### src/rtl/step_run_ctrl.sv
// Step/run clock-enable generator for the pipeline core: debounced single-step, periodic run.
// Optional macro BREAKPOINT_EN enables auto-halt in run mode when pc matches bp_addr.
module step_run_ctrl #(
    parameter int DEBOUNCE_CYCLES = 500000,
    parameter int RUN_DIV         = 25000000,
    parameter int CNT_W           = 16
) (
    input  logic             clk,
    input  logic             rst,
    input  logic             key_step,
    input  logic             sw_run,
    input  logic [15:0]      pc,
    input  logic [15:0]      bp_addr,
    output logic             step_en,
    output logic [CNT_W-1:0] step_count,
    output logic             run_led,
    output logic             bp_hit
);

    localparam int DB_W  = $clog2(DEBOUNCE_CYCLES + 1);
    localparam int DIV_W = $clog2(RUN_DIV + 1);

    typedef enum logic [2:0] {
        IDLE,
        STEP,
        WAIT_REL,
        RUN,
        BP_HALT
    } state_t;

    state_t           state;
    logic [1:0]       key_sync;
    logic [1:0]       run_sync;
    logic             key_s;
    logic             run_s;
    logic             key_db;
    logic [DB_W-1:0]  db_cnt;
    logic             press;
    logic [DIV_W-1:0] div;

    assign key_s = key_sync[1];
    assign run_s = run_sync[1];

    always_ff @(posedge clk or negedge rst) begin
        if (!rst) begin
            key_sync <= 2'b11;
            run_sync <= 2'b00;
        end else begin
            key_sync <= {key_sync[0], key_step};
            run_sync <= {run_sync[0], sw_run};
        end
    end

    // press is a one-cycle flag raised on the same edge the debounced key falls
    always_ff @(posedge clk or negedge rst) begin
        if (!rst) begin
            key_db <= 1'b1;
            db_cnt <= '0;
            press  <= 1'b0;
        end else begin
            press <= 1'b0;
            if (key_s != key_db) begin
                if (db_cnt == DB_W'(DEBOUNCE_CYCLES - 1)) begin
                    key_db <= key_s;
                    db_cnt <= '0;
                    press  <= ~key_s;
                end else begin
                    db_cnt <= db_cnt + DB_W'(1);
                end
            end else begin
                db_cnt <= '0;
            end
        end
    end

`ifdef BREAKPOINT_EN
    // pc reflects the advanced instruction one cycle after the pulse
    logic stepped;

    always_ff @(posedge clk or negedge rst) begin
        if (!rst) begin
            stepped <= 1'b0;
        end else begin
            stepped <= step_en;
        end
    end
`else
    logic unused_bp;
    assign unused_bp = ^{pc, bp_addr};
`endif

    always_ff @(posedge clk or negedge rst) begin
        if (!rst) begin
            state      <= IDLE;
            div        <= '0;
            step_en    <= 1'b0;
            step_count <= '0;
            run_led    <= 1'b0;
            bp_hit     <= 1'b0;
        end else begin
            step_en    <= 1'b0;
            step_count <= step_count + CNT_W'(step_en);
            unique case (state)
                IDLE: begin
                    if (press) begin
                        state   <= STEP;
                        step_en <= 1'b1;
                    end else if (run_s) begin
                        state   <= RUN;
                        div     <= '0;
                        run_led <= 1'b1;
                    end
                end
                STEP: begin
                    state <= WAIT_REL;
                end
                WAIT_REL: begin
                    if (key_db) begin
                        state   <= run_s ? RUN : IDLE;
                        div     <= '0;
                        run_led <= run_s;
                    end
                end
                RUN: begin
                    if (!run_s) begin
                        state   <= IDLE;
                        div     <= '0;
                        run_led <= 1'b0;
`ifdef BREAKPOINT_EN
                    end else if (stepped && pc == bp_addr) begin
                        state   <= BP_HALT;
                        div     <= '0;
                        run_led <= 1'b0;
                        bp_hit  <= 1'b1;
`endif
                    end else if (div == DIV_W'(RUN_DIV - 1)) begin
                        div     <= '0;
                        step_en <= 1'b1;
                    end else begin
                        div <= div + DIV_W'(1);
                    end
                end
                BP_HALT: begin
                    if (!run_s) begin
                        state  <= IDLE;
                        bp_hit <= 1'b0;
                    end
                end
                default: begin
                    state   <= IDLE;
                    run_led <= 1'b0;
                    bp_hit  <= 1'b0;
                end
            endcase
        end
    end

endmodule

### config.mk
export PLATFORM = sky130hd
export DESIGN_NAME = step_run_ctrl
export DESIGN_NICKNAME = d
export VERILOG_FILES = /design/src/rtl/step_run_ctrl.sv
export SDC_FILE = /design/constraint.sdc
export NUM_CORES = 1
export LEC_CHECK = 0
export ABC_CLOCK_PERIOD_IN_PS = 2900
export BUFFER_PORTS_ARGS = -buffer_cell sky130_fd_sc_hd__buf_2
export CAP_MARGIN = 5
export CELL_PAD_IN_SITES_DETAIL_PLACEMENT = 0
export CELL_PAD_IN_SITES_GLOBAL_PLACEMENT = 2
export CORE_ASPECT_RATIO = 0.5
export CORE_MARGIN = 2
export CORE_UTILIZATION = 35
export DETAILED_ROUTE_END_ITERATION = 12
export GPL_ROUTABILITY_DRIVEN = 0
export HOLD_SLACK_MARGIN = 0.08
export PLACE_DENSITY = 0.9
export SETUP_SLACK_MARGIN = 0.15
export SYNTH_ARGS = -nofsm -noshare
export SYNTH_HDL_FRONTEND = slang
export SYNTH_SLANG_ARGS = --single-unit
### constraint.sdc
create_clock -name clk -period 2.9 [get_ports clk]
set_clock_uncertainty 0.05 [all_clocks]
set_input_delay 0.145 -clock clk [delete_from_list [all_inputs] [get_ports clk]]
set_output_delay 0.145 -clock clk [all_outputs]
set_load 0.1 [all_outputs]
==> results.ini <==
[flow_run]
cap_violations=0

[global_route]
antenna_found_initial=0
gr-total-overflow=0
grt_pass1_vias=2554
grt_max_degree=30
grt_usage_pct=14.11
grt_pass1_wl_microns=12110

[setup_path]
max_stage_delay_ns=0.76
path_cells=inv_1, ha_1, nor2b_1, a211o_1, nor2_1, nor2_1
critPathSlowestCell=nor2_1
cp_common_cell=nor2_1
critPathKind=flip-flop to flip-flop
start_kind=flip-flop
cp.arrival_ns=2.63
r2r_setup_slack_ns=0.41
cp_num_buf_inv=1
cp_max_fo=15
cpLargestDelayFamily=simple AND/OR/NAND/NOR gates
critPathRequiredTime_ns=3.03
endpoint_kind=flip-flop

[pwr]
leakagePower_nw=1.829
max-vdd-ir-drop_v=0.0003035
p_per_area_nw_per_um2=673.2

[clock_tree]
clockBufferDepth=2
cts_root_buf=clkbuf_16
cts_tree=done
ctsResizeCount=0
clkTransAtPathRegs_ns=0.06
cts_sinks=70
cts_made_buffers=9
insertion_delay_ns=0.33
htreeDepth=3

[timing]
timing.setup.tns_ns=0
slew_viol_final=0
worstMarginPinSlew_ns=0.8804
fmax_mhz=401.1
rsz0062_at_grt=false
setup_viol=0
relSlewSlack_pct=41.09
finalHoldWorstSlack_ns=0.2055
period_needed_ns=2.493
finalHoldViolCount=0
fin_crit_sh_pct=85.97

[route]
via_per_inst=4.947
vias=2617
wire_per_inst_microns=12.94
drt_wl_total_microns=6847
drtAntennaViolNets=0
drc=0
drt_pass1_iterations=4
drtIter0Drc=128

[cells_and_area]
drive_gt1_share_pct=13.96
final_area_sq_um=4114
multi_input_area_sq_um=1660
seqCellArea_sq_um=1755
final_cell_mix=dfrtp_1 (67), nand3_1 (41), nor2_1 (40)
nFillCells=966
final_common_cell=dfrtp_1
final_nets=434
area_growth_pct=17.39
antenna_cells=0

[placement]
post_dp_cell_area_sq_um=3769
hpwl_microns=4762
numPortBuffers=21

[floorplan]
die_w_microns=145.5
die_area_sq_um=10880
rows=25
io_pins=55
core_area_sq_um=9572
die_h_microns=74.76
start_util_pct=36.61

[synth]
ys_ff_latch=70
syn_area_per_cell_sq_um=9.735
syn_area_sq_um=3505
syn-num-nets=405
synth_enable_flop_cells=0
yosysWarningCount=0
synth_cell_types=48
netlist_instances=360
synthArstFlopShare_pct=100.0
ys_seq_area_share_pct=50.09
ys.flop_type=dfrtp_1

[worst_hold_path]
hold_class=input pin to asynchronous set/reset pin

[outcome]
status=completed

==> state kept, by name (all words and copies together) (netlist names) <==
name and cells:
key_sync 2, run_sync 2, div 25, press 1
step_count 16, key_db 1, db_cnt 19, state 2
step_en 1, run_led 1
==> path summary, 6_finish.rpt <==
path,startpoint,to,cells past startpoint
max,state[0],div[16],6
min,rst,db_cnt[0],2
max reg2reg,state[0],div[16],6
min reg2reg,run_sync[0],run_sync[1],0
max in group asynchronous,rst,key_db,3
min in group clk,run_sync[0],run_sync[1],0
==> routing by layer <==
metal  global-route usage, %  up-vias  share of wire [%]
met1                   18.27     1264                 51
met2                   22.49       25                 45
met3                   4.727        7                3.3
met5                       0        -                  0
met4                   5.447        0                1.2
li1                        -     1321                  -
==> Yosys cell counts (all sizes together) (2+ instances only) <==
library cell	instances	area [sq um]
or4	10	78.82
nor3	8	40.04
o31ai	5	37.54
or3	2	12.51
nor2b	2	12.51
inv	7	26.28
and4	2	17.52
dfstp	3	78.83
ha	9	112.6
o21ai	11	55.05
clkbuf	6	23.77
nand2	39	146.4
nand4b	2	17.52
buf	7	38.78
and2	4	25.03
xnor2	21	183.9
nand2b	2	15.02
xor2	17	148.9
a21oi	10	53.80
nor2	40	150.1
dfrtp	67	1677
and3	10	63.81
a211o	2	17.52
nor4	6	43.79
nor4b	3	26.28
nand3	41	205.2
nand4	13	96.34
==> layout make-up <==
type                            instances  share of cell area, %
Inverter                                7                 0.6387
Sequential cell                        70                  42.67
Multi-Input combinational cell        270                  40.36
Clock inverter                          6                  2.099
Timing Repair Buffer                   31                  4.562
Tap cell                              135                  4.106
Clock buffer                           10                  5.566
==> cells by family (layout without fill, tap and decap cells) <==
logic type / after synthesis / after routing / share of synthesized area (%)
other: 1 / 1 / 0.1070
AOI/OAI and AO/OA: 33 / 33 / 6.177
and+or+nand+nor: 187 / 187 / 27.78
adders and majority gates: 9 / 9 / 3.213
xor gates and xnor gates: 38 / 38 / 9.497
DFF: 70 / 70 / 50.09
buffers and inverters: 20 / 54 / 2.535
muxes: 2 / 2 / 0.6069
==> per-stage QoR <==
step / power [mW] / cells / utilization [%] / worst slack, ns
3_3_place_gp: 1.632 / 510 / 39.37 / 0.4110
6_report: 2.769 / 529 / 42.98 / 0.4069
5_1_grt: 2.921 / 529 / 42.98 / 0.2187
2_1_floorplan: 1.461 / 360 / - / 0.6918
4_1_cts: 2.811 / 529 / 42.98 / 0.4006
3_5_place_dp: 1.629 / 510 / 39.37 / 0.4011
==> repair_timing <==
item / 4_1_cts / 5_1_grt
buffers inserted: 0 / 0
hold buffers: 3 / 0
hold endpoints to repair: 17 / 0
==> report_power, final <==
| group | switching, mW | leakage, nW | internal [mW] |
|---|---|---|---|
| combinational | 0.401 | 0.721 | 0.164 |
| sequential | 0.0274 | 0.956 | 1.01 |
| clock | 0.413 | 0.152 | 0.751 |
| total | 0.841 | 1.83 | 1.93 |
Note: power is estimated with default switching activity, not from simulation.
